## src/rtl/keccak_arbiter.sv

```systemverilog
// Round-robin job arbiter sharing one keccak sponge core among NUM_REQ requesters.
// Define KECCAK_ARB_FIXED_PRIO_EN for fixed lowest-index-wins priority instead of round-robin.
module keccak_arbiter #(
  parameter int NUM_REQ = 4,
  parameter int IDX_W   = $clog2(NUM_REQ)
) (
  input  logic                    i_clk,
  input  logic                    i_rst,
  input  logic [NUM_REQ-1:0]      i_req,
  input  logic [2*NUM_REQ-1:0]    i_req_mode,
  input  logic [64*NUM_REQ-1:0]   i_req_ibytes,
  input  logic [NUM_REQ-1:0]      i_req_ibytes_valid,
  input  logic [11*NUM_REQ-1:0]   i_req_ibytes_len,
  input  logic [10*NUM_REQ-1:0]   i_req_obytes_len,
  output logic [NUM_REQ-1:0]      o_grant,
  output logic [NUM_REQ-1:0]      o_req_ibytes_ready,
  output logic [63:0]             o_req_obytes,
  output logic [NUM_REQ-1:0]      o_req_obytes_valid,
  output logic [NUM_REQ-1:0]      o_req_done,
  output logic [1:0]              o_core_mode,
  output logic [63:0]             o_core_ibytes,
  output logic                    o_core_ibytes_valid,
  output logic [10:0]             o_core_ibytes_len,
  output logic [9:0]              o_core_obytes_len,
  input  logic                    i_core_ibytes_ready,
  input  logic [63:0]             i_core_obytes,
  input  logic                    i_core_obytes_valid,
  input  logic                    i_core_obytes_done,
  output logic                    o_busy,
  output logic [IDX_W-1:0]        o_owner
);

  typedef enum logic [1:0] {
    S_IDLE    = 2'd0,
    S_GRANT   = 2'd1,
    S_RUN     = 2'd2,
    S_RELEASE = 2'd3
  } state_e;

  localparam logic [IDX_W:0] NREQ = (IDX_W+1)'(NUM_REQ);

  state_e           state_q, state_d;
  logic [IDX_W-1:0] owner_q, owner_d;
  logic [IDX_W-1:0] ptr_q, ptr_d;
  logic [1:0]       mode_q, mode_d;
  logic [10:0]      ilen_q, ilen_d;
  logic [9:0]       olen_q, olen_d;

  logic [1:0]       mode_a   [NUM_REQ];
  logic [63:0]      ibytes_a [NUM_REQ];
  logic [10:0]      ilen_a   [NUM_REQ];
  logic [9:0]       olen_a   [NUM_REQ];

  for (genvar g = 0; g < NUM_REQ; g++) begin : g_unpack
    assign mode_a[g]   = i_req_mode[2*g +: 2];
    assign ibytes_a[g] = i_req_ibytes[64*g +: 64];
    assign ilen_a[g]   = i_req_ibytes_len[11*g +: 11];
    assign olen_a[g]   = i_req_obytes_len[10*g +: 10];
  end

  // Explicit compare keeps the wrap correct when NUM_REQ is not a power of two.
  function automatic logic [IDX_W-1:0] wrap_inc(input logic [IDX_W-1:0] v);
    logic [IDX_W:0] s;
    s = {1'b0, v} + (IDX_W+1)'(1);
    if (s >= NREQ) s = '0;
    return s[IDX_W-1:0];
  endfunction

  // Round-robin search: first requester at or after the pointer.
  logic             found;
  logic [IDX_W-1:0] win;
  logic [IDX_W:0]   cand;

  always_comb begin
    found = 1'b0;
    win   = '0;
    cand  = '0;
    for (int i = 0; i < NUM_REQ; i++) begin
      cand = {1'b0, ptr_q} + (IDX_W+1)'(i);
      if (cand >= NREQ) cand = cand - NREQ;
      if (!found && i_req[cand[IDX_W-1:0]]) begin
        found = 1'b1;
        win   = cand[IDX_W-1:0];
      end
    end
  end

  always_comb begin
    state_d = state_q;
    owner_d = owner_q;
    ptr_d   = ptr_q;
    mode_d  = mode_q;
    ilen_d  = ilen_q;
    olen_d  = olen_q;
    case (state_q)
      S_IDLE: begin
        if (found) begin
          owner_d = win;
          mode_d  = mode_a[win];
          ilen_d  = ilen_a[win];
          olen_d  = olen_a[win];
          state_d = S_GRANT;
        end
      end
      S_GRANT: state_d = S_RUN;
      S_RUN: begin
        if (i_core_obytes_done) state_d = S_RELEASE;
      end
      S_RELEASE: begin
`ifdef KECCAK_ARB_FIXED_PRIO_EN
        ptr_d = '0;
`else
        ptr_d = wrap_inc(owner_q);
`endif
        state_d = S_IDLE;
      end
      default: state_d = S_IDLE;
    endcase
  end

  always_ff @(posedge i_clk) begin
    if (i_rst) begin
      state_q <= S_IDLE;
      owner_q <= '0;
      ptr_q   <= '0;
      mode_q  <= '0;
      ilen_q  <= '0;
      olen_q  <= '0;
    end else begin
      state_q <= state_d;
      owner_q <= owner_d;
      ptr_q   <= ptr_d;
      mode_q  <= mode_d;
      ilen_q  <= ilen_d;
      olen_q  <= olen_d;
    end
  end

  logic [NUM_REQ-1:0] owner_oh;
  assign owner_oh = NUM_REQ'(1) << owner_q;

  // Streaming paths are live only in S_RUN; anything the core emits elsewhere is dropped.
  always_comb begin
    o_busy              = (state_q == S_GRANT) || (state_q == S_RUN);
    o_grant             = o_busy ? owner_oh : '0;
    o_core_ibytes       = '0;
    o_core_ibytes_valid = 1'b0;
    o_req_ibytes_ready  = '0;
    o_req_obytes        = '0;
    o_req_obytes_valid  = '0;
    o_req_done          = '0;
    if (state_q == S_RUN) begin
      o_core_ibytes       = ibytes_a[owner_q];
      o_core_ibytes_valid = i_req_ibytes_valid[owner_q];
      o_req_ibytes_ready  = i_core_ibytes_ready ? owner_oh : '0;
      o_req_obytes        = i_core_obytes;
      o_req_obytes_valid  = i_core_obytes_valid ? owner_oh : '0;
      o_req_done          = i_core_obytes_done ? owner_oh : '0;
    end
  end

  assign o_core_mode       = mode_q;
  assign o_core_ibytes_len = ilen_q;
  assign o_core_obytes_len = olen_q;
  assign o_owner           = owner_q;

endmodule
```

## config.mk

```make
export PLATFORM = sky130hd
export DESIGN_NAME = keccak_arbiter
export DESIGN_NICKNAME = d
export VERILOG_FILES = /design/src/rtl/keccak_arbiter.sv
export SDC_FILE = /design/constraint.sdc
export NUM_CORES = 1
export LEC_CHECK = 0
export ABC_CLOCK_PERIOD_IN_PS = 3050
export BUFFER_PORTS_ARGS = -buffer_cell sky130_fd_sc_hd__clkbuf_2
export CORE_AREA = 5 5 230 232
export DETAILED_ROUTE_END_ITERATION = 6
export DIE_AREA = 0 0 235 237
export PLACE_DENSITY = 0.33
export SYNTH_ARGS = -nofsm -noshare
export SYNTH_HDL_FRONTEND = slang
export SYNTH_SLANG_ARGS = --single-unit
```

## constraint.sdc

```tcl
create_clock -name i_clk -period 3.05 [get_ports i_clk]
set_input_delay 0.7625 -clock i_clk [delete_from_list [all_inputs] [get_ports i_clk]]
set_output_delay 0.7625 -clock i_clk [all_outputs]
set_load 0.005 [all_outputs]
```

# Word level (Yosys, flattened, before mapping)
# Index checks and enable logic that the tools add are counted.
[totals]
reg_bits = 29
latchBits = 0
ramBits = 0
rom_bits = 0
inputBits = 425
out_inout_bits = 171
elab_cells = 92
n_memories = 0
[classes]
add_sub_neg = 8
mul = 0
div_mod_pow = 0
order_cmp = 12
eq_ne = 5
shifts = 1
muxes = 48
bitwise = 2
n_reduce_logical = 10
[op_table]
columns = ["op", "n"]
rows = [
  ["64-bit two-way mux", 4],
  ["64-bit binary-select mux with 2-bit select", 1],
  ["4-bit two-way mux", 7],
  ["2-bit two-way mux", 13],
  ["11-bit binary-select mux with 2-bit select", 1],
  ["11-bit two-way mux", 2],
  ["10-bit binary-select mux with 2-bit select", 1],
  ["10-bit two-way mux", 2],
  ["3-bit >= comparator, second input constant", 6],
  ["2-bit by 3-bit less-than comparator with 1-bit output, second input constant", 5],
  ["1-bit binary-select mux with 2-bit select", 5],
  ["1-bit two-way mux", 10],
  ["2-bit case mux with 4 select lines", 1],
  ["2-bit by 1-bit subtractor with 2-bit output, second input constant", 4],
  ["2-bit by 1-bit adder with 3-bit output, second input constant", 2],
  ["2-bit by 2-bit adder with 3-bit output, second input constant", 2],
  ["2-bit NOT with 3-bit output", 2],
  ["2-bit binary-select mux with 2-bit select", 1],
  ["2-bit equality test, second input constant", 2],
  ["2-bit != test, second input constant", 2],
  ["2-bit AND reduction", 2],
  ["1-bit by 2-bit left shift with 4-bit output, first input constant", 1],
  ["2-bit by 3-bit >= comparator with 1-bit output, second input constant", 1],
  ["1-bit logical AND", 3],
  ["other kinds (4)", 6],
]

# Longest topological paths before layout
# Gate-level depths: netlist of run 1.
[depth]
depth_word = 18
depth_mapped = 8
ltp_nobuf = 7

# Least setup slack after synthesis of run 1
# No wires, ideal clock.
[synth_timing]
path_type = "reg-to-output"
start = "reg owner_q[0], in the netlist o_owner[0]"
end = "out o_core_ibytes[46]"
arrival_time_ns = 1.725
required_time_ns = 2.288
slack_ns = 0.563
path_stages_with_launch = 6
path_buffers = 3
cell_sequence = "dfxtp_1 -> clkbuf_1 -> buf_2 -> buf_4 -> mux4_2 -> and2_1"
[synth_via]
elab_chain_len = 5
[synth_rtl]
columns = ["item", "line", "source"]
rows = [
  ["start: declaration", "43", "logic [IDX_W-1:0] owner_q, owner_d;"],
  ["start signal: assignment", "131", "owner_q <= owner_d;"],
  ["2-bit NOT with 3-bit output (implied by the code)", "153", "o_core_ibytes = ibytes_a[owner_q];"],
  ["64-bit binary-select mux with 2-bit select", "153", ""],
  ["64-bit two-way mux (implied by the code) (2 in series)", "153", ""],
  ["64-bit two-way mux", "152", "if (state_q == S_RUN) begin"],
  ["end: declaration", "21", "output logic [63:0] o_core_ibytes,"],
]
# Every way passes these cells. The select of a mux whose other input is x is not followed.

# Worst setup path after layout of run 1
[layout_timing]
start = "reg owner_q[0], in the netlist o_owner[0]"
end = "out o_core_ibytes[28]"
# Same word-level chain as after synthesis.

==> metrics.cfg, run 1 <==
[routing]
drc = 0
drtAntennaViolNets = 0
drt_iter0_drc = 225
via_per_inst = 3.54
wl_per_cell_um = 20.3
dr.pass1.iters = 4
drt-total-wl_um = 34300
num_vias = 5985

[critical_path]
r2r-start = ptr_q[0]
arrival_ns = 2.06
cp_slowest_stage_delay_ns = 0.61
path_max_fanout = 23
r2r_slack_ns = 1.07
cp.required_ns = 2.29
criticalPathCategory = flip-flop to output port
critPathLaunch = o_owner[0]
ff2ff_path_depth = 6
cp_slowest_cell = dfxtp_4
cp-start-kind = flip-flop
path_cells = buf_12 -> mux4_2 -> and2_1 -> clkbuf_2
end_kind = output port
timing.rr.end = o_core_obytes_len[0]

[worst_hold_path]
hp-class = flip-flop to flip-flop
worstHoldStart = o_core_mode[1]
min_delay_worst_endpoint = o_core_mode[1]
hold_depth = 2

[flow_run]
maxCapViolCount = 0

[clocking]
clk_latency_ns = 0.29
cts_buffer_depth = 2
tritoncts = yes
cts_max_level = 2
cts_resized = 0
post_cts_buffers = 0
holdBufCountCts = 0
cts.clk_slew.worst_paths_ns = 0.05
root_buffer = clkbuf_16
numCtsBuffers = 5
cts.sinks = 29

[global_routing]
grt_max_degree = 46
antenna_found_initial = 10
grt_pass1_vias = 6535
grt_usage_pct = 11.5
globalRouteOverflowTotal = 0
grt_pass1_wl_um = 47600

[floorplan]
die_h_um = 237
start_util_pct = 8.60
dieWidth_um = 235
io_pins = 596
num_rows = 83
dieArea_um2 = 55700
core_um2 = 50800

[sta]
fin_crit_sh_pct = 92.6
fin_tns_setup_ns = 0
timing.hold.ws_ns = 0.461
slew_headroom_pct = 58.8
fmax_ghz = 0.354
setup_violations = 0
clock_skew_ns = 0.00451
maxSlewViolCount = 0
tightest_slew_ns = 0.616
hold_viol = 0
rsz0062_at_grt = false
min_period_ns = 2.82

[synth]
synth_area_um2 = 4370
synth_cell_types = 28
avgSynthCellArea_um2 = 10.3
synth.net_count = 857
seq_area_frac_synth_pct = 13.3
synth_seq_cells = 29
yosysWarnings = 0
syn_inst = 424

[run_status]
status = finished clean

[place]
place_hpwl_um = 30600
post_dp_cell_area_um2 = 8280
port_buffers = 595
place_congestion = 0.964

[power_and_ir_drop]
ir_worst_vdd_uv = 186
p_leak_nw = 4.21
p_per_area_nw_per_um2 = 467

[cells_and_area]
design_area_um2 = 8460
finalNetCount = 1438
areaGrowthSynthToFinish_pct = 93.7
drive_above_1_share_pct = 71.3

-- sequential cells by signal, indices dropped and copies added (netlist names) --
name / cells
state_q: 2
o_core_mode: 2
o_owner: 2
ptr_q: 2
o_core_ibytes_len: 11
o_core_obytes_len: 10
-- kinds of logic (layout without fill, tap and decap cells) --
kind of cell | count (synthesis) | after routing | synth area share (%)
and+or+nand+nor | 192 | 192 | 25.6
DFF | 29 | 29 | 13.3
adders and majority gates | 8 | 8 | 2.29
buffers and inverters | 49 | 631 | 5.25
AOI/OAI and AO/OA | 32 | 32 | 8.83
other | 0 | 7 | 0
muxes | 114 | 114 | 44.8
-- area by class of cell --
type	count	area, um2
Multi-Input combinational cell	346	3590
Inverter	5	18.8
Clock inverter	1	5.00
Antenna cell	7	17.5
Timing Repair Buffer	618	3240
Tap cell	680	851
Fill cell	5804	42300
Sequential cell	29	588
Clock buffer	7	153
-- worst max-delay path by stage --
stage	end	slack (ns)	cells after the start
2_1_floorplan	o_core_ibytes[46]	0.56	5
3_3_place_gp	o_core_ibytes[56]	0.47	4
3_5_place_dp	o_core_ibytes[27]	0.47	4
4_1_cts	o_core_ibytes[27]	0.16	4
5_1_grt	o_core_ibytes[28]	0.11	4
6_report	o_core_ibytes[28]	0.23	4
-- synth_stat cells --
cell / instances / share of area (%)
nor4_1: 1 / 0.14
a21oi_1: 5 / 0.57
clkbuf_1: 23 / 2.0
buf_4: 4 / 0.69
and3_1: 12 / 1.7
and2_1: 133 / 19
nor2b_1: 4 / 0.57
o221ai_1: 3 / 0.60
mux4_2: 65 / 34
nor2_1: 11 / 0.95
a211o_1: 1 / 0.20
buf_1: 3 / 0.26
o221ai_2: 20 / 6.9
or4b_1: 1 / 0.23
nand2_1: 26 / 2.2
dfxtp_1: 29 / 13
mux2i_1: 49 / 11
inv_1: 5 / 0.43
and2b_1: 1 / 0.17
a2bb2oi_1: 1 / 0.20
buf_6: 2 / 0.52
ha_1: 8 / 2.3
buf_2: 12 / 1.4
a211oi_1: 1 / 0.17
nand2b_1: 1 / 0.14
nor3_1: 1 / 0.11
nor3_2: 1 / 0.23
o21ai_2: 1 / 0.20
-- critical path: cells and delay by family, from the launching register on --
kind	cells	cell delay [ns]
muxes	1	0.57
and+or+nand+nor	1	0.19
buffers and inverters	2	0.38
DFF	1	0.61
-- stage by stage --
stage	power, W	util (%)	cells	setup WS, ns
2_1_floorplan	0.00204	-	424	0.563
3_5_place_dp	0.00351	16.3	1678	0.470
6_report	0.00395	16.7	1693	0.226
4_1_cts	0.00408	16.6	1686	0.158
5_1_grt	0.00426	16.6	1687	0.107
3_3_place_gp	0.00353	16.3	1678	0.466
-- power by group --
group          switching, W  internal (W)
clock network      0.000191      0.000346
logic               0.00134       0.00141
registers          0.000149      0.000511
total               0.00168       0.00227
-- metal layers --
| layer | vias to the layer above | track usage [%] | wire length, um |
|---|---|---|---|
| met5 | - | 0 | 52 |
| met4 | 8 | 3.75 | 1070 |
| met3 | 34 | 3.91 | 3190 |
| met2 | 395 | 21.6 | 18000 |
| met1 | 2802 | 12.1 | 12000 |
| li1 | 2746 | - | - |
-- cells in the final DEF, fill, tap and decap left out, types with 7 or more instances in the layout --
cell,n
nor2_1,11
buf_12,7
and2_1,133
ha_1,7
o221ai_2,20
nand2_1,26
dfxtp_1,27
mux2i_1,49
buf_4,16
and3_1,12
clkbuf_2,595
mux4_2,65
diode_2,7
No activity file was read; power rests on OpenSTA's default activity.
==> run 2: changes to the inputs <==
--- a/config.mk
+++ b/config.mk
@@ -10,7 +10,7 @@
 export CORE_AREA = 5 5 230 232
 export DETAILED_ROUTE_END_ITERATION = 6
 export DIE_AREA = 0 0 235 237
-export PLACE_DENSITY = 0.33
+export PLACE_DENSITY_LB_ADDON = 0.2
 export SYNTH_ARGS = -nofsm -noshare
 export SYNTH_HDL_FRONTEND = slang
 export SYNTH_SLANG_ARGS = --single-unit
==> metrics.cfg, run 2 (synthesized netlist as in run 1, its figures left out) <==
[power_and_ir_drop]
switching_power_w = 0.00166
ir_worst_vdd_uv = 157
swShare_pct = 42.9
p_clk_share_pct = 13.0
power_w = 0.00386
cell_internal_pwr_w = 0.00220
p_leak_nw = 4.18
p_per_area_nw_per_um2 = 460
seqPwrFrac_pct = 17.0
share_comb_of_total_power_pct = 70.0

[critical_path]
cp.required_ns = 2.29
end_kind = output port
cp-start-kind = flip-flop
path_depth = 4
r2r_slack_ns = 1.03
path_cells = buf_4 -> mux4_2 -> and2_1 -> clkbuf_2
cp_slowest_cell = dfxtp_4
path_max_fanout = 19
crit_buf_inv = 2
cp_slowest_stage_delay_ns = 0.59
arrival_ns = 2.07
criticalPathCategory = flip-flop to output port
ff2ff_path_depth = 6
cpLargestDelayFamily = flip-flops

[sta]
min_period_ns = 2.83
hold_viol = 0
setup_violations = 0
fmax_ghz = 0.353
clock_skew_ns = 0.00768
tightest_slew_ns = 0.961
fin_tns_setup_ns = 0
maxSlewViolCount = 0
rsz0062_at_grt = false
slew_headroom_pct = 35.7
fin_crit_sh_pct = 92.8

[routing]
via_per_inst = 3.47
drt_iter0_drc = 159
dr.pass1.iters = 4
drtAntennaViolNets = 0
drt-total-wl_um = 34000
wl_per_cell_um = 20.1
num_vias = 5850
drc = 0

[floorplan]
core_um2 = 50800
dieArea_um2 = 55700
io_pins = 596
dieWidth_um = 235
start_util_pct = 8.60
die_h_um = 237
num_rows = 83

[cells_and_area]
areaGrowthSynthToFinish_pct = 92.2
final_cell_mix = 595 x clkbuf_2, 133 x and2_1, 65 x mux4_2, 49 x mux2i_1, 27 x dfxtp_1
final_common_cell = clkbuf_2
largest_register_ffs = 11
nFillCells = 5785
drive_above_1_share_pct = 71.2
finalNetCount = 1435
layout.cells.non_filler = 1685

[global_routing]
grt_usage_pct = 11.5
grt_max_degree = 48
grt_util_met1_pct = 12.5
grt_use_met2_pct = 21.2
grt_busiest_layer = met2
grtUsageMet3_pct = 4.26
grt_pass1_vias = 6361
grt_pass1_wl_um = 47300
globalRouteOverflowTotal = 0
antenna_found_initial = 10

[place]
place_congestion = 0.911
place_hpwl_um = 30600
port_buffers = 595
place_inst = 1675

[clocking]
root_buffer = clkbuf_16
numCtsBuffers = 5
cts_resized = 0
tritoncts = yes
cts.clk_slew.worst_paths_ns = 0.06
cts_buffer_depth = 2
holdBufCountCts = 0
clk_latency_ns = 0.28
cts_max_level = 2
post_cts_buffers = 0
cts.sinks = 29

[worst_hold_path]
hp-class = flip-flop to flip-flop
hold_depth = 2

[run_status]
status = finished clean

[flow_run]
maxCapViolCount = 0

run 2: cell count changes in the layout (fill, tap and decap cells not counted):
| cell | delta |
|---|---|
| diode_2 | -5 |
| buf_12 | -2 |
| clkbuf_8 | -2 |
| buf_4 | -1 |
| clkinv_2 | +1 |
| clkinvlp_4 | +1 |
| o21ai_2 | -1 |
| o21ai_4 | +1 |
run 2: through the flow:
step	worst slack, ns	hold WS [ns]	utilization (%)	instance area, um2
floorplan	0.563	0.457	-	4370
global placement	0.466	0.448	16.2	8240
detailed placement	0.458	0.452	16.2	8240
CTS	0.148	0.470	16.5	8380
global route	0.0735	0.490	16.5	8390
finish	0.218	0.466	16.5	8390
run 2: power by group through the flow:
stage / logic, W / clock network [W] / registers (W)
after floorplan: 0.00145 / 0 / 0.000592
after global placement: 0.00282 / 0 / 0.000671
after detailed placement: 0.00281 / 0 / 0.000664
after CTS: 0.00282 / 0.000530 / 0.000662
after global routing: 0.00299 / 0.000540 / 0.000679
final: 0.00270 / 0.000501 / 0.000657
run 2: final cells by class:
type | count | area, um2 | area share [%]
Tap cell | 680 | 851 | 10.1
Inverter | 5 | 18.8 | 0.224
Sequential cell | 29 | 588 | 7.01
Timing Repair Buffer | 615 | 3190 | 38.0
Clock inverter | 3 | 17.5 | 0.209
Multi-Input combinational cell | 346 | 3590 | 42.8
Clock buffer | 5 | 125 | 1.49
Antenna cell | 2 | 5.00 | 0.0597
run 2: final timing paths:
path / start / endpoint
setup / recovery: o_owner[0] / o_core_ibytes[45]
hold / removal: o_core_obytes_len[5] / o_core_obytes_len[5]
setup reg to reg: ptr_q[0] / o_core_ibytes_len[9]
hold reg to reg: o_core_obytes_len[5] / o_core_obytes_len[5]
run 2: routing by layer:
layer,vias to the layer above,routed length (um)
met4,16,682
met2,339,17700
li1,2736,-
met1,2721,12500
met3,38,2890
met5,-,98
run 2: worst min-delay path, delay by kind of cell (launching register included):
family          cells  cell delay (ns)
compound gates      1             0.06
flops               1             0.32
simple gates        1             0.05
==> run 3: changes to the inputs <==
--- a/config.mk
+++ b/config.mk
@@ -10,7 +10,7 @@
 export CORE_AREA = 5 5 230 232
 export DETAILED_ROUTE_END_ITERATION = 6
 export DIE_AREA = 0 0 235 237
-export PLACE_DENSITY_LB_ADDON = 0.2
+export RECOVER_POWER = 50
 export SYNTH_ARGS = -nofsm -noshare
 export SYNTH_HDL_FRONTEND = slang
 export SYNTH_SLANG_ARGS = --single-unit
==> metrics.cfg, run 3 (synthesized netlist as in run 1, its figures left out) <==
[sta]
fin_crit_sh_pct = 93.5
maxSlewViolCount = 0
rsz0062_at_grt = false
clock_skew_ns = 0.00801
fin_tns_setup_ns = 0
slew_headroom_pct = 56.6
min_period_ns = 2.85
setup_violations = 0
hold_viol = 0
tightest_slew_ns = 0.645
fmax_ghz = 0.351

[global_routing]
grt_pass1_wl_um = 49200
globalRouteOverflowTotal = 0
antenna_found_initial = 12
grt_usage_pct = 11.9
grt_pass1_vias = 6834
grt_max_degree = 78

[worst_hold_path]
min_delay_worst_endpoint = o_core_obytes_len[2]
hold_depth = 2
worstHoldStart = o_core_obytes_len[2]
hp-class = flip-flop to flip-flop

[cells_and_area]
final_common_cell = clkbuf_2
areaGrowthSynthToFinish_pct = 88.6
drive_above_1_share_pct = 65.9
largest_register_ffs = 11
finalNetCount = 1437
final_cell_mix = 562 x clkbuf_2, 111 x and2_1, 65 x mux4_2, 49 x mux2i_1, 37 x clkbuf_1

[floorplan]
die_h_um = 237
io_pins = 596
dieArea_um2 = 55700
dieWidth_um = 235
core_um2 = 50800
num_rows = 83
start_util_pct = 8.60

[critical_path]
r2r_slack_ns = 1.07
cp_slowest_cell = mux4_2
end_kind = output port
path_cells = buf_12 -> mux4_2 -> and2_1 -> clkbuf_2
crit_buf_inv = 2
r2r-start = ptr_q[0]
cp.required_ns = 2.29
cpLargestDelayFamily = multiplexers
timing.rr.end = o_core_ibytes_len[2]
cp_slowest_stage_delay_ns = 0.66
arrival_ns = 2.09
ff2ff_path_depth = 6
criticalPathCategory = flip-flop to output port
path_max_fanout = 29
critPathLaunch = o_owner[0]
cp-start-kind = flip-flop

[routing]
drtAntennaViolNets = 0
wl_per_cell_um = 21.1
via_per_inst = 3.68
dr.pass1.iters = 4
num_vias = 6203
drt-total-wl_um = 35600
drc = 0
drt_iter0_drc = 312

[power_and_ir_drop]
p_per_area_nw_per_um2 = 464
ir_worst_vdd_uv = 227
p_leak_nw = 4.04
power_w = 0.00382

[clocking]
cts_buffer_depth = 2
clk_latency_ns = 0.28
root_buffer = clkbuf_16
tritoncts = yes
cts_max_level = 2
numCtsBuffers = 5
cts.sinks = 29
holdBufCountCts = 0
cts.clk_slew.worst_paths_ns = 0.05
cts_resized = 0
post_cts_buffers = 0

[flow_run]
maxCapViolCount = 0

[place]
place_congestion = 1.07
port_buffers = 595
place_hpwl_um = 32300

[run_status]
status = finished clean

## run 3: metrics by stage
stage                     std cells  setup WS, ns  cell area (um2)  hold WS [ns]  util, %
after global routing           1685         0.107             8230         0.492     16.2
final                          1687         0.198             8230         0.471     16.2
after detailed placement       1677         0.392             8260         0.454     16.3
after global placement         1677         0.379             8260         0.451     16.3
after floorplan                 424         0.563             4370         0.457        -
after CTS                      1685         0.213             8400         0.476     16.5
## run 3: power by group
group	internal [W]	switching, W
Sequential	0.000511	0.000128
Combinational	0.00131	0.00139
Clock	0.000299	0.000176
## run 3: final cells by class
type | instances | area (um2)
tap | 680 | 851
clock inverter | 2 | 10.0
sequential | 29 | 586
timing repair buffer | 617 | 3150
clock buffer | 6 | 129
fill | 5775 | 42600
multi-input combinational | 346 | 3480
antenna | 2 | 5.00
inverter | 5 | 18.8
## run 3: worst max path at each step
stage | endpoint | slack [ns] | cells after the start
final | o_core_ibytes[56] | 0.20 | 4
after floorplan | o_core_ibytes[46] | 0.56 | 5
after global placement | o_core_obytes_len[5] | 0.38 | 7
after detailed placement | o_core_obytes_len[5] | 0.39 | 7
after global routing | o_core_ibytes[56] | 0.11 | 4
after CTS | o_core_ibytes[56] | 0.21 | 4
## run 3: worst min-delay path: cells and delay by family (launching register included)
kind	cells	cell delay (ns)
DFF	1	0.32
AOI/OAI and AO/OA	1	0.06
and+or+nand+nor	1	0.05
## run 3: layer usage
metal,vias to the layer above,global-route usage (%),routed length [um]
li1,2735,-,-
met1,3017,14.0,13700
met2,399,21.8,18300
met3,42,3.25,2840
met4,10,2.35,656
met5,-,0,60
